==> config.mk <==
export PLATFORM = sky130hd
export DESIGN_NAME = micro_sequencer_flat
export DESIGN_NICKNAME = d
export VERILOG_FILES = /design/src/rtl/micro_sequencer_if.sv /design/src/rtl/micro_sequencer.sv /design/src/flat_wrapper.sv
export SDC_FILE = /design/constraint.sdc
export NUM_CORES = 1
export LEC_CHECK = 0
export BUFFER_PORTS_ARGS = -buffer_cell sky130_fd_sc_hd__buf_2
export CAP_MARGIN = 20
export CORE_ASPECT_RATIO = 0.5
export CORE_UTILIZATION = 35
export DETAILED_ROUTE_END_ITERATION = 8
export PLACE_DENSITY = 0.66
export REMOVE_ABC_BUFFERS = 1
export SYNTH_ARGS = -nofsm -noshare
export SYNTH_HDL_FRONTEND = slang
export SYNTH_SLANG_ARGS = --single-unit
==> constraint.sdc <==
create_clock -name clk -period 2.4 [get_ports clk]
set_clock_uncertainty 0.2 [all_clocks]
set_input_delay 0.36 -clock clk [delete_from_list [all_inputs] [get_ports clk]]
set_output_delay 0.36 -clock clk [all_outputs]
set_load 0.01 [all_outputs]
==> src/rtl/micro_sequencer_if.sv <==
// Sequencer bus: top-level handshake, condition flags, microcode ROM port and control-word output.
// The master side is the controller plus ROM, and the slave side is the sequencer.
interface micro_sequencer_if #(
    parameter int ADDR_W = 16,
    parameter int OPS_W  = 51
);
    logic              start;
    logic              abort;
    logic              stall;
    logic [1:0]        flags;
    logic [ADDR_W-1:0] rom_addr;
    logic [1:0]        condition;
    logic              bt;
    logic [OPS_W-1:0]  ops_in;
    logic [ADDR_W-1:0] jump_addr;
    logic [OPS_W-1:0]  ops_out;
    logic              busy;
    logic              done;
    logic              err;
    logic [15:0]       ucycles;

    modport master (
        output start, abort, stall, flags, condition, bt, ops_in, jump_addr,
        input  rom_addr, ops_out, busy, done, err, ucycles
    );

    modport slave (
        input  start, abort, stall, flags, condition, bt, ops_in, jump_addr,
        output rom_addr, ops_out, busy, done, err, ucycles
    );
endinterface

==> src/rtl/micro_sequencer.sv <==
// Micro-program sequencer: owns the uPC, addresses the combinational microcode ROM,
// resolves branches and registers the control word toward the datapath.
module micro_sequencer #(
    parameter int                ADDR_W     = 16,
    parameter int                OPS_W      = 51,
    parameter logic [ADDR_W-1:0] START_ADDR = '0,
    parameter logic [ADDR_W-1:0] LAST_ADDR  = 16'd240,
    parameter logic [ADDR_W-1:0] HALT_ADDR  = '1
) (
    input logic                 clk,
    input logic                 rst_n,
    micro_sequencer_if.slave    bus
);

    typedef enum logic [1:0] {
        IDLE = 2'd0,
        RUN  = 2'd1,
        DONE = 2'd2
    } state_t;

    state_t            state, state_n;
    logic [ADDR_W-1:0] upc, upc_n;
    logic [OPS_W-1:0]  ops_p1, ops_n;
    logic              err, err_n;
    logic [15:0]       ucyc, ucyc_n;
    logic              taken;

    function automatic logic [15:0] sat_inc(input logic [15:0] v);
        return (v == 16'hFFFF) ? v : v + 16'd1;
    endfunction

    function automatic logic branch_taken(input logic [1:0] cond, input logic sense,
                                          input logic [1:0] fl);
        case (cond)
            2'b01:   return fl[0] == sense;
            2'b10:   return fl[1] == sense;
            2'b11:   return 1'b1;
            default: return 1'b0;
        endcase
    endfunction

    assign taken = branch_taken(bus.condition, bus.bt, bus.flags);

    always_ff @(posedge clk or negedge rst_n) begin
        if (!rst_n) begin
            state  <= IDLE;
            upc    <= START_ADDR;
            ops_p1 <= '0;
            err    <= 1'b0;
            ucyc   <= '0;
        end else begin
            state  <= state_n;
            upc    <= upc_n;
            ops_p1 <= ops_n;
            err    <= err_n;
            ucyc   <= ucyc_n;
        end
    end

    always_comb begin
        state_n = state;
        upc_n   = upc;
        ops_n   = '0;
        err_n   = err;
        ucyc_n  = ucyc;
        case (state)
            IDLE: begin
                if (bus.abort) begin
                    upc_n = START_ADDR;
                end else if (bus.start) begin
                    upc_n   = START_ADDR;
                    err_n   = 1'b0;
                    ucyc_n  = '0;
                    state_n = RUN;
                end
            end
            RUN: begin
                if (bus.abort) begin
                    upc_n   = START_ADDR;
                    state_n = IDLE;
                end else if (!bus.stall) begin
                    ucyc_n = sat_inc(ucyc);
                    if (taken && bus.jump_addr == HALT_ADDR) begin
                        ops_n   = bus.ops_in;
                        state_n = DONE;
                    end else if (taken) begin
                        ops_n = bus.ops_in;
                        upc_n = bus.jump_addr;
                    // >= also catches a uPC parked beyond the ROM by an out-of-range jump
                    end else if (upc >= LAST_ADDR) begin
                        err_n   = 1'b1;
                        state_n = DONE;
                    end else begin
                        ops_n = bus.ops_in;
                        upc_n = upc + 1'b1;
                    end
                end
            end
            DONE: begin
                upc_n   = START_ADDR;
                state_n = IDLE;
            end
            default: begin
                upc_n   = START_ADDR;
                state_n = IDLE;
            end
        endcase
    end

    assign bus.rom_addr = upc;
    assign bus.ops_out  = ops_p1;
    assign bus.busy     = (state == RUN);
    assign bus.done     = (state == DONE);
    assign bus.err      = err;
    assign bus.ucycles  = ucyc;

endmodule

==> src/flat_wrapper.sv <==
// flat-port wrapper written by rule: the top's interface ports become plain ports
module micro_sequencer_flat 
#(
    parameter int                ADDR_W     = 16,
    parameter int                OPS_W      = 51,
    parameter logic [ADDR_W-1:0] START_ADDR = '0,
    parameter logic [ADDR_W-1:0] LAST_ADDR  = 16'd240,
    parameter logic [ADDR_W-1:0] HALT_ADDR  = '1
)
  (clk, rst_n, bus_start, bus_abort, bus_stall, bus_flags, bus_condition, bus_bt, bus_ops_in, bus_jump_addr, bus_rom_addr, bus_ops_out, bus_busy, bus_done, bus_err, bus_ucycles);
  micro_sequencer_if #(.ADDR_W(ADDR_W), .OPS_W(OPS_W)) bus_i ();
  input logic clk;
  input logic rst_n;
  input wire logic [$bits(bus_i.start)-1:0] bus_start;
  input wire logic [$bits(bus_i.abort)-1:0] bus_abort;
  input wire logic [$bits(bus_i.stall)-1:0] bus_stall;
  input wire logic [$bits(bus_i.flags)-1:0] bus_flags;
  input wire logic [$bits(bus_i.condition)-1:0] bus_condition;
  input wire logic [$bits(bus_i.bt)-1:0] bus_bt;
  input wire logic [$bits(bus_i.ops_in)-1:0] bus_ops_in;
  input wire logic [$bits(bus_i.jump_addr)-1:0] bus_jump_addr;
  output wire logic [$bits(bus_i.rom_addr)-1:0] bus_rom_addr;
  output wire logic [$bits(bus_i.ops_out)-1:0] bus_ops_out;
  output wire logic [$bits(bus_i.busy)-1:0] bus_busy;
  output wire logic [$bits(bus_i.done)-1:0] bus_done;
  output wire logic [$bits(bus_i.err)-1:0] bus_err;
  output wire logic [$bits(bus_i.ucycles)-1:0] bus_ucycles;
  assign bus_i.start = bus_start;
  assign bus_i.abort = bus_abort;
  assign bus_i.stall = bus_stall;
  assign bus_i.flags = bus_flags;
  assign bus_i.condition = bus_condition;
  assign bus_i.bt = bus_bt;
  assign bus_i.ops_in = bus_ops_in;
  assign bus_i.jump_addr = bus_jump_addr;
  assign bus_rom_addr = bus_i.rom_addr;
  assign bus_ops_out = bus_i.ops_out;
  assign bus_busy = bus_i.busy;
  assign bus_done = bus_i.done;
  assign bus_err = bus_i.err;
  assign bus_ucycles = bus_i.ucycles;
  micro_sequencer #(.ADDR_W(ADDR_W), .OPS_W(OPS_W), .START_ADDR(START_ADDR), .LAST_ADDR(LAST_ADDR), .HALT_ADDR(HALT_ADDR)) u_core (.clk(clk), .rst_n(rst_n), .bus(bus_i));
endmodule
==> metrics.csv, run 1 <==
stage,metric,value,unit
sta,final hold violations,0,
synthesis,combinational family with the most area after synthesis,simple AND/OR/NAND/NOR gates,
worst_setup_path,critical-path maximum fanout,7,
synthesis,number of synthesized register bits,86,
worst_setup_path,kind of end point of the critical path,flop,
floorplanning,total die area,0.0112,sq mm
cts,TritonCTS sink count,86,
sta,post-layout min period,2.26,ns
worst_setup_path,crit path kind,flop to flop,
synthesis,xor-xnor portion of the synthesized cell area,0.0302,
finish,"leading cell types in the layout, fill and taps excluded","sky130_fd_sc_hd__buf_2, sky130_fd_sc_hd__dfrtp_1, sky130_fd_sc_hd__and2_1, sky130_fd_sc_hd__buf_4",
sta,slew at the pin closest to its max-slew limit,0.616,ns
grt,antenna violations before repair,0,
worst_setup_path,Crit path largest cell delay,0.58,ns
finish,"commonest non-fill, non-tap cell in the layout",sky130_fd_sc_hd__buf_2,
finish,Post-Layout Cell Count,681,
cts,CTS HTree Levels,3,
synthesis,mux contribution to synthesized area,0.0133,
synthesis,area share of fa/ha/maj cells after synthesis,0.0199,
synthesis,synth top area cells,"sky130_fd_sc_hd__dfrtp_1, sky130_fd_sc_hd__and2_1, sky130_fd_sc_hd__nand4_1, sky130_fd_sc_hd__nand2_1, sky130_fd_sc_hd__nor2_1",
drt,average wire per cell in the routed design,14.1,microns
synthesis,async set or reset register ratio after synthesis,1.00,
place,dpl hpwl,7240,microns
sta,Max Slew Vio Count,0,
sta,least setup slack across all paths after layout,0.140,ns
sta,setup violation total in the final timing report,0,
synthesis,post-synthesis cell area,0.00377,sq mm
floorplanning,width of the die,149,microns
floorplanning,Placement Rows,26,
cts,clock tree from TritonCTS,yes,
drt,Residual DRC,0,
floorplanning,Core ar.,0.0103,sq mm
worst_setup_path,cell with the largest stage delay on the worst path,sky130_fd_sc_hd__or4b_4,
power_and_ir_drop,leakage power,2.84,nW
grt,overall fraction of global-route tracks in use,0.174,
power_and_ir_drop,areal power density over the cells,681,mW/mm^2
finish,layout cells sized above 1,0.392,
sta,setup repair after global routing missed its margin,false,
cts,Worst-path clk slew,0.07,ns
drt,DRC violation total after the first TritonRoute iteration,201,
synthesis,"Primary FF master, synth",sky130_fd_sc_hd__dfrtp_1,
synthesis,count of cell types in the netlist,55,
synthesis,share of the synthesized area in the top cell type,0.571,
place,"number of placed instances, taps included",662,
drt,vias per cell,4.81,
finish,Fill cells,960,
drt,ANT nets after route,0,
place,gpl congestion,0.837,
power_and_ir_drop,peak supply drop,377,uV
worst_setup_path,data required time at the worst endpoint,2.44,ns
cts,clock latency on the worst-skew pair,0.34,ns
drt,detailed-router iteration count before antenna repair,4,
grt,first-pass GRT wire length,14800,microns
place,Port Buf Inserts,162,
sta,Max Clk Rate,442,MHz
worst_hold_path,class of the worst hold path,input pin to flop,
sta,post-route worst hold slack,0.0220,ns
finish,count of antenna diodes in the layout,0,
synthesis,top cell type by total area after synthesis,sky130_fd_sc_hd__dfrtp_1,
synthesis,number of warnings issued by yosys,0,
floorplanning,Die Y-Extent,75.4,microns
cts,cts bufs inserted,9,
status,run status,completed,
finish,layout net count,619,
cts,clock buffer depth,2,
synthesis,area fraction in compound gates after synthesis,0.101,
synthesis,share of synthesized area occupied by flip-flops and latches,0.571,
drt,Post-Route WL,9620,microns
drt,DR vias,3276,
worst_setup_path,"Data arrival, critical path",2.30,ns
grt,sum of overflow across all layers after global routing,0,
flow_run,# Max-Cap Violations,0,
finish,signed area change from the synthesized netlist to the final layout,40.6,%
synthesis,count of mapped cells out of synthesis,348,
grt,number of global-route vias before repair,3029,
place,dpl ws,-0.119,ns
worst_setup_path,nature of the critical path startpoint,flop,
floorplanning,I/O pin cnt,163,
synthesis,number of enable-type register cells in the synthesized netlist,0,
finish,final design utilization,0.512,
sta,Worst slew margin,0.589,
sta,"Period Utilization, post-route",0.942,
synthesis,average instance area after synthesis,10.8,sq um
grt,maximum number of pins on one net before global-route repair,49,
synthesis,"share of synthesized cell area in and, or, nand and nor gates",0.238,
worst_setup_path,critical-path cell list,or3b_1 > or2_4 > or4b_4 > nor2b_1 > o21ai_1 > o311ai_1,
cts,CTS root buffer,sky130_fd_sc_hd__clkbuf_16,
floorplanning,initial core utilization,0.364,
power_and_ir_drop,total power of the final layout,0.00361,W
==> state kept, by name, summed over array words and instances, names as in the netlist <==
register / flops
u_core.bus.ops_out: 51
u_core.bus.rom_addr: 16
u_core.bus.ucycles: 16
u_core.state: 2
u_core.bus.err: 1
==> final timing paths <==
kind / cells after the start / from / slack (ns) / to
min reg2reg: 2 / u_core.bus.err / 0.34 / u_core.bus.err
min: 2 / bus_ops_in[35] / 0.02 / u_core.bus.ops_out[35]
max: 6 / u_core.state[0] / 0.14 / u_core.bus.rom_addr[5]
min in group asynchronous: 2 / rst_n / 0.39 / u_core.bus.ucycles[9]
max reg2reg: 6 / u_core.state[0] / 0.14 / u_core.bus.rom_addr[5]
max in group asynchronous: 3 / rst_n / 1.00 / u_core.bus.rom_addr[5]
==> worst max-delay path: cells and delay by family (launching register included) <==
family          cells  cell delay [ns]
simple gates        4             1.36
flops               1             0.44
compound gates      2             0.15
==> synth_stat cells (2+ instances only) <==
| cell | n |
|---|---|
| sky130_fd_sc_hd__or3_1 | 2 |
| sky130_fd_sc_hd__and2_1 | 55 |
| sky130_fd_sc_hd__inv_1 | 9 |
| sky130_fd_sc_hd__dfrtp_1 | 86 |
| sky130_fd_sc_hd__o21ai_0 | 15 |
| sky130_fd_sc_hd__nor4_1 | 4 |
| sky130_fd_sc_hd__or2_2 | 2 |
| sky130_fd_sc_hd__xor2_1 | 7 |
| sky130_fd_sc_hd__xnor2_1 | 6 |
| sky130_fd_sc_hd__nand4_1 | 13 |
| sky130_fd_sc_hd__buf_2 | 3 |
| sky130_fd_sc_hd__nor3_1 | 5 |
| sky130_fd_sc_hd__nor2_1 | 21 |
| sky130_fd_sc_hd__nor2b_1 | 5 |
| sky130_fd_sc_hd__ha_1 | 6 |
| sky130_fd_sc_hd__o41ai_1 | 2 |
| sky130_fd_sc_hd__a22o_1 | 4 |
| sky130_fd_sc_hd__clkbuf_1 | 10 |
| sky130_fd_sc_hd__nand2_1 | 21 |
| sky130_fd_sc_hd__a311oi_1 | 2 |
| sky130_fd_sc_hd__o311ai_1 | 2 |
| sky130_fd_sc_hd__and3_1 | 2 |
| sky130_fd_sc_hd__mux2i_1 | 5 |
| sky130_fd_sc_hd__nand2b_1 | 2 |
| sky130_fd_sc_hd__a21oi_1 | 10 |
| sky130_fd_sc_hd__o31ai_1 | 4 |
| sky130_fd_sc_hd__nand3_1 | 15 |
| sky130_fd_sc_hd__o211ai_1 | 2 |
| sky130_fd_sc_hd__nor4b_1 | 2 |
==> logic make-up after synthesis <==
kind of cell	after synthesis
AND/OR/NAND/NOR	160
flip-flops	86
buffers and inverters	23
XOR/XNOR	13
AO/OA/AOI/OAI	55
multiplexers	5
adder cells (fa/ha/maj)	6
==> what timing repair did <==
| action | CTS | global route |
|---|---|---|
| hold buffers | 1 | 0 |
| endpoints found under the setup margin | 0 | 12 |
| setup buffers | 0 | 2 |
| resized for setup | 0 | 2 |
| endpoints found under the hold margin | 44 | 0 |
==> layout make-up <==
type | instances | area, sq um | share of cell area
clock buffer | 10 | 229 | 0.0432
tap | 140 | 175 | 0.0331
timing repair buffer | 191 | 1060 | 0.200
clock inverter | 6 | 118 | 0.0222
sequential | 86 | 2150 | 0.406
multi-input combinational | 239 | 1530 | 0.289
inverter | 9 | 33.8 | 0.00638
==> metal layers <==
metal / share of wire / GRT usage / vias up
met4: 0.018 / 0.0641 / 0
met3: 0.062 / 0.0593 / 15
met1: 0.43 / 0.216 / 1573
met2: 0.49 / 0.288 / 106
met5: 0 / 0 / -
li1: - / - / 1582
==> where the power goes <==
group / internal [W] / total, W / switching (W)
Combinational: 0.000204 / 0.000447 / 0.000243
Clock: 0.00103 / 0.00162 / 0.000588
Sequential: 0.00150 / 0.00155 / 0.0000410
Total: 0.00274 / 0.00361 / 0.000873
==> stage by stage <==
| stage | area [sq um] | TNS (ns) |
|---|---|---|
| floorplan | 3700 | -5.48 |
| global placement | 4920 | -0.0210 |
| detailed placement | 4920 | -1.28 |
| CTS | 5280 | 0 |
| global route | 5300 | 0 |
| finish | 5300 | 0 |
No activity file was read; power rests on OpenSTA's default activity.
==> run 2: changes to the inputs <==
--- a/config.mk
+++ b/config.mk
@@ -7,10 +7,13 @@
 export LEC_CHECK = 0
 export BUFFER_PORTS_ARGS = -buffer_cell sky130_fd_sc_hd__buf_2
 export CAP_MARGIN = 20
+export CELL_PAD_IN_SITES_DETAIL_PLACEMENT = 1
+export CELL_PAD_IN_SITES_GLOBAL_PLACEMENT = 1
 export CORE_ASPECT_RATIO = 0.5
-export CORE_UTILIZATION = 35
+export CORE_UTILIZATION = 32
 export DETAILED_ROUTE_END_ITERATION = 8
-export PLACE_DENSITY = 0.66
+export GPL_ROUTABILITY_DRIVEN = 0
+export PLACE_DENSITY = 0.78
 export REMOVE_ABC_BUFFERS = 1
 export SYNTH_ARGS = -nofsm -noshare
 export SYNTH_HDL_FRONTEND = slang
==> run 2 against run 1 <==
Via count up 2.9%; clock-buffer cell count is the same; power down 6.9%; combinational power rose by 3%; critical path type unchanged; largest power group is now sequential cells; highest routed layer unchanged.
==> metrics.csv, run 2 (synthesis results as in run 1) <==
stage,metric,value,unit
sta,post-layout min period,2.26,ns
worst_setup_path,start point of the critical path,u_core.state[0],
worst_setup_path,"Data arrival, critical path",2.31,ns
cts,CTS root buffer,sky130_fd_sc_hd__clkbuf_16,
grt,antenna violations before repair,0,
cts,cts bufs inserted,9,
drt,Post-Route WL,11100,microns
cts,clock buffer depth,2,
worst_setup_path,R2R depth,6,
worst_setup_path,kind of end point of the critical path,flop,
worst_hold_path,class of the worst hold path,input pin to flop,
worst_setup_path,Worst path depth,6,
finish,Fill cells,1330,
sta,Worst slew margin,0.691,
worst_hold_path,Hold Crit Start,bus_ops_in[26],
cts,clock latency on the worst-skew pair,0.33,ns
sta,"Period Utilization, post-route",0.943,
floorplanning,width of the die,155,microns
finish,count of antenna diodes in the layout,0,
worst_setup_path,cell seen most often among critical-path stages,sky130_fd_sc_hd__o21ai_0,
sta,Max Slew Vio Count,0,
drt,DR vias,3372,
power_and_ir_drop,total power of the final layout,0.00336,W
floorplanning,Die Y-Extent,78.7,microns
finish,layout net count,616,
power_and_ir_drop,areal power density over the cells,639,mW/mm^2
sta,post-route worst hold slack,0.0227,ns
grt,overall fraction of global-route tracks in use,0.186,
drt,ANT nets after route,0,
finish,number of flip-flops under the largest register name,51,
worst_setup_path,critical-path maximum fanout,7,
drt,detailed-router iteration count before antenna repair,4,
grt,sum of overflow across all layers after global routing,0,
worst_setup_path,data required time at the worst endpoint,2.45,ns
grt,maximum number of pins on one net before global-route repair,63,
cts,Worst-path clk slew,0.07,ns
finish,layout cells sized above 1,0.392,
sta,final hold violations,0,
sta,setup violation total in the final timing report,0,
drt,Residual DRC,0,
drt,DRC violation total after the first TritonRoute iteration,176,
worst_setup_path,crit path kind,flop to flop,
place,Post-DP Area,0.00493,sq mm
floorplanning,I/O pin cnt,163,
worst_setup_path,family of cells with the greatest summed delay on the critical path,simple AND/OR/NAND/NOR gates,
drt,average wire per cell in the routed design,15.9,microns
sta,Max Clk Rate,442,MHz
sta,setup repair after global routing missed its margin,false,
floorplanning,total die area,0.0122,sq mm
finish,signed area change from the synthesized netlist to the final layout,39.6,%
finish,post-route design area,0.00526,sq mm
worst_setup_path,nature of the critical path startpoint,flop,
worst_setup_path,cell with the largest stage delay on the worst path,sky130_fd_sc_hd__or4b_4,
worst_setup_path,critical-path cell list,or3b_1 > or2_4 > or4b_4 > nor2b_1 > o21ai_0 > o21ai_0,
worst_setup_path,number of buffer and inverter stages on the critical path,0,
sta,slew at the pin closest to its max-slew limit,0.462,ns
place,Port Buf Inserts,162,
floorplanning,initial core utilization,0.336,
cts,clock tree from TritonCTS,yes,
worst_setup_path,Crit path largest cell delay,0.58,ns
floorplanning,Placement Rows,27,
finish,"commonest non-fill, non-tap cell in the layout",sky130_fd_sc_hd__buf_2,
drt,vias per cell,4.84,
finish,"leading cell types in the layout, fill and taps excluded","sky130_fd_sc_hd__buf_2, sky130_fd_sc_hd__dfrtp_1, sky130_fd_sc_hd__and2_1, sky130_fd_sc_hd__buf_4",
flow_run,# Max-Cap Violations,0,
worst_hold_path,depth of the worst hold-timing path,2,
worst_setup_path,R2R Path Start,u_core.state[0],
finish,final design utilization,0.469,
grt,number of global-route vias before repair,3544,
sta,TNS Setup,0,ns
cts,TritonCTS sink count,86,
status,run status,completed,
grt,first-pass GRT wire length,17800,microns
power_and_ir_drop,peak supply drop,333,uV
place,dpl hpwl,8350,microns
cts,CTS HTree Levels,3,
power_and_ir_drop,leakage power,2.81,nW
floorplanning,Core ar.,0.0112,sq mm
## run 2: worst reg2reg max path: cells and delay by family (launching register included)
kind / cells / cell delay, ns
DFF: 1 / 0.45
and+or+nand+nor: 4 / 1.35
AOI/OAI and AO/OA: 2 / 0.18
## run 2: layout make-up
class                           count  area [sq um]  share of cell area
Inverter                            9          33.8             0.00642
Clock inverter                      6          51.3             0.00975
Multi-Input combinational cell    239          1540               0.292
Sequential cell                    86          2150               0.409
Timing Repair Buffer              188          1050               0.199
Tap cell                          159           199              0.0378
Clock buffer                       10           239              0.0454
## run 2: repair_timing
action	CTS	global route
hold buffers	1	0
endpoints found under the setup margin	1	9
endpoints found under the hold margin	24	0
pin swaps	1	0
gates resized for setup	0	3
setup buffers	2	0
## run 2: worst paths after layout
path                                            to  slack, ns
max                         u_core.bus.rom_addr[4]       0.14
min                         u_core.bus.ops_out[26]       0.02
max reg2reg                 u_core.bus.rom_addr[4]       0.14
min reg2reg                         u_core.bus.err       0.32
max in group asynchronous  u_core.bus.rom_addr[13]       1.09
min in group asynchronous   u_core.bus.ops_out[30]       0.27
## run 2: power breakdown
part	leakage [nW]	internal, W	switching, W
Combinational	1.48	0.000204	0.000256
Clock	0.140	0.000745	0.000613
Sequential	1.19	0.00150	0.0000391
Total	2.81	0.00245	0.000908
## run 2: stage by stage
step                setup slack [ns]  cells
floorplan                     -0.326    334
global placement             -0.0140    678
detailed placement            -0.137    678
CTS                           0.0419    697
global route                 0.00356    697
finish                         0.136    697
## run 2: routing by layer
metal | routed length (microns) | GRT usage | up-vias
met3 | 506 | 0.0415 | 15
li1 | - | - | 1575
met2 | 5600 | 0.327 | 84
met5 | 0 | 0 | -
met1 | 4790 | 0.229 | 1698
met4 | 170 | 0.0618 | 0
==> run 3: changes to the inputs <==
==> constraint.sdc (replaced) <==
create_clock -name clk -period 2 [get_ports clk]
set_clock_uncertainty 0.2 [all_clocks]
set_input_delay 0.3 -clock clk [delete_from_list [all_inputs] [get_ports clk]]
set_output_delay 0.3 -clock clk [all_outputs]
set_load 0.01 [all_outputs]
==> run 3 against run 2 <==
The flow now finishes with violations (setup timing); register-to-register slack lost 0.56 ns; sequential cell count stayed put; first-iteration DRC count rose by 78%; clock power increased by 24%; power up 39%; critical path depth increased by 1; final area is 35% higher; routed wire length increased by 81%; sequential share of layout area down 11 points; cell count is 20% higher; sequential power up 20%; highest routed layer unchanged.
==> metrics.csv, run 3 (synthesis results as in run 1) <==
stage,metric,value,unit
cts,CTS root buffer,sky130_fd_sc_hd__clkbuf_16,
finish,"commonest non-fill, non-tap cell in the layout",sky130_fd_sc_hd__buf_2,
sta,Max Slew Vio Count,0,
drt,ANT nets after route,0,
drt,average wire per cell in the routed design,23.9,microns
finish,signed area change from the synthesized netlist to the final layout,89.0,%
worst_setup_path,R2R depth,7,
place,"number of placed instances, taps included",731,
cts,clock latency on the worst-skew pair,0.35,ns
worst_setup_path,nature of the critical path startpoint,flop,
cts,cts bufs inserted,9,
grt,maximum number of pins on one net before global-route repair,35,
worst_setup_path,R2R Path Start,u_core.bus.rom_addr[15],
worst_setup_path,data required time at the worst endpoint,2.02,ns
power_and_ir_drop,portion of total power attributed to combinational logic,0.241,
cts,clock tree from TritonCTS,yes,
worst_setup_path,crit path kind,flop to flop,
power_and_ir_drop,peak supply drop,464,uV
floorplanning,I/O pin cnt,163,
finish,"leading cell types in the layout, fill and taps excluded","sky130_fd_sc_hd__buf_2, sky130_fd_sc_hd__buf_4, sky130_fd_sc_hd__dfrtp_1, sky130_fd_sc_hd__dlygate4sd3_1, sky130_fd_sc_hd__and2_4",
floorplanning,Placement Rows,27,
floorplanning,Die Y-Extent,78.7,microns
drt,vias per cell,5.32,
drt,detailed-router iteration count before antenna repair,5,
sta,setup repair after global routing missed its margin,true,
finish,layout net count,755,
drt,DRC violation total after the first TritonRoute iteration,313,
cts,clock buffer depth,2,
sta,"Period Utilization, post-route",1.21,
sta,setup violation total in the final timing report,83,
sta,slew at the pin closest to its max-slew limit,0.524,ns
power_and_ir_drop,areal power density over the cells,654,mW/mm^2
flow_run,# Max-Cap Violations,0,
cts,CTS HTree Levels,3,
place,Post-DP Area,0.00533,sq mm
sta,least setup slack across all paths after layout,-0.424,ns
finish,Fill cells,1200,
worst_setup_path,critical-path maximum fanout,4,
sta,Worst slew margin,0.650,
cts,Worst-path clk slew,0.07,ns
power_and_ir_drop,leakage power,3.71,nW
drt,DR vias,4453,
grt,sum of overflow across all layers after global routing,0,
floorplanning,Core ar.,0.0112,sq mm
grt,first-pass GRT wire length,25700,microns
worst_hold_path,class of the worst hold path,input pin to flop,
floorplanning,total die area,0.0122,sq mm
worst_setup_path,"Data arrival, critical path",2.45,ns
power_and_ir_drop,portion of total power attributed to the clock network,0.362,
worst_hold_path,depth of the worst hold-timing path,4,
finish,number of flip-flops under the largest register name,51,
drt,Post-Route WL,20000,microns
finish,post-route design area,0.00712,sq mm
grt,overall fraction of global-route tracks in use,0.281,
finish,layout cells sized above 1,0.576,
place,dpl ws,-0.486,ns
grt,antenna violations before repair,1,
sta,post-layout min period,2.42,ns
drt,Residual DRC,0,
status,run status,"complete, but fails checks",
worst_hold_path,end of the worst hold path,u_core.bus.rom_addr[8],
grt,number of global-route vias before repair,4651,
power_and_ir_drop,Seq pwr share,0.397,
power_and_ir_drop,Psw,0.00139,W
floorplanning,initial core utilization,0.336,
worst_hold_path,Hold Crit Start,bus_jump_addr[8],
cts,TritonCTS sink count,86,
worst_setup_path,kind of end point of the critical path,flop,
power_and_ir_drop,switch share,0.298,
worst_setup_path,Critical R2R Capture,u_core.bus.rom_addr[1],
place,dpl hpwl,9010,microns
sta,Max Clk Rate,413,MHz
sta,final hold violations,0,
floorplanning,width of the die,155,microns
finish,Post-Layout Cell Count,837,
worst_setup_path,register-to-register path setup slack,-0.42,ns
power_and_ir_drop,Int Pwr,0.00327,W
status,failing checks,setup timing,
place,Port Buf Inserts,162,
==> run 3: changes by cell type in the layout (fill, tap and decap cells not counted), moves of 4 or more <==
cell                            delta
sky130_fd_sc_hd__o21ai_2           +6
sky130_fd_sc_hd__and2_4           +42
sky130_fd_sc_hd__o21ai_0          -10
sky130_fd_sc_hd__nor3_1            -4
sky130_fd_sc_hd__buf_6            +11
sky130_fd_sc_hd__buf_4            +66
sky130_fd_sc_hd__nand3_1           -5
sky130_fd_sc_hd__nand3_2           +4
sky130_fd_sc_hd__buf_12            +5
sky130_fd_sc_hd__dlygate4sd3_1    +51
sky130_fd_sc_hd__and2_1           -42
sky130_fd_sc_hd__nor3_4            +4
==> run 3: layout make-up <==
class | count | area (sq um) | share of cell area
diodes | 1 | 2.50 | 0.000351
clock buffers | 11 | 243 | 0.0341
clock inverters | 5 | 41.3 | 0.00580
inverters | 9 | 36.3 | 0.00509
multi-input cells | 239 | 2020 | 0.284
flip-flops and latches | 86 | 2150 | 0.302
well taps | 159 | 199 | 0.0279
repair buffers | 327 | 2420 | 0.340
==> run 3: power groups by stage <==
stage	Clock (W)	Combinational, W	Sequential (W)
after detailed placement	0	0.000665	0.00187
after CTS	0.00165	0.000943	0.00184
final	0.00168	0.00113	0.00185
after global placement	0	0.000643	0.00187
after floorplan	0	0.000196	0.00191
after global routing	0.00176	0.00117	0.00186
==> run 3: through the flow <==
| step | hold WS, ns | util | setup TNS, ns | power [W] |
|---|---|---|---|---|
| CTS | 0.140 | 0.599 | -7.44 | 0.00443 |
| global route | 0.182 | 0.635 | -24.12 | 0.00479 |
| floorplan | -0.196 | - | -28.99 | 0.00211 |
| finish | 0.154 | 0.635 | -20.07 | 0.00466 |
| detailed placement | 0.0914 | 0.475 | -29.75 | 0.00253 |
| global placement | 0.0913 | 0.475 | -23.91 | 0.00251 |
==> run 3: what timing repair did <==
item,in CTS,in global routing
hold endpoints to repair,81,0
buffers inserted,17,19
pin swaps,18,84
resized for setup,65,87
cloned,6,2
hold buffers,52,0
endpoints found under the setup margin,82,84
==> run 3: worst max-delay path by stage <==
stage,slack (ns),end,cells after the start,from
5_1_grt,-0.43,u_core.bus.rom_addr[1],7,u_core.bus.rom_addr[14]
4_1_cts,-0.21,u_core.bus.rom_addr[5],6,u_core.state[0]
2_1_floorplan,-0.67,u_core.bus.rom_addr[0],8,bus_condition[0]
3_5_place_dp,-0.49,u_core.bus.rom_addr[5],7,bus_condition[0]
6_report,-0.42,u_core.bus.rom_addr[1],7,u_core.bus.rom_addr[15]
3_3_place_gp,-0.38,u_core.bus.rom_addr[4],9,bus_condition[0]
==> run 3: layer usage <==
metal | wire length, microns | GRT usage | part of all wire | vias to the layer above
met5 | 0 | 0 | 0 | -
met4 | 1160 | 0.104 | 0.058 | 0
met3 | 1170 | 0.0650 | 0.058 | 104
met2 | 10200 | 0.526 | 0.51 | 242
met1 | 7510 | 0.313 | 0.37 | 2243
li1 | - | - | - | 1864
==> run 3: worst max-delay path: stages (launching register included) <==
cell and delay [ns]:
sky130_fd_sc_hd__dfrtp_1 0.39, sky130_fd_sc_hd__nor4_2 0.37, sky130_fd_sc_hd__o211ai_1 0.28, sky130_fd_sc_hd__nand4b_1 0.23, sky130_fd_sc_hd__o311ai_4 0.19, sky130_fd_sc_hd__buf_4 0.19
sky130_fd_sc_hd__buf_6 0.12, sky130_fd_sc_hd__o31ai_1 0.33
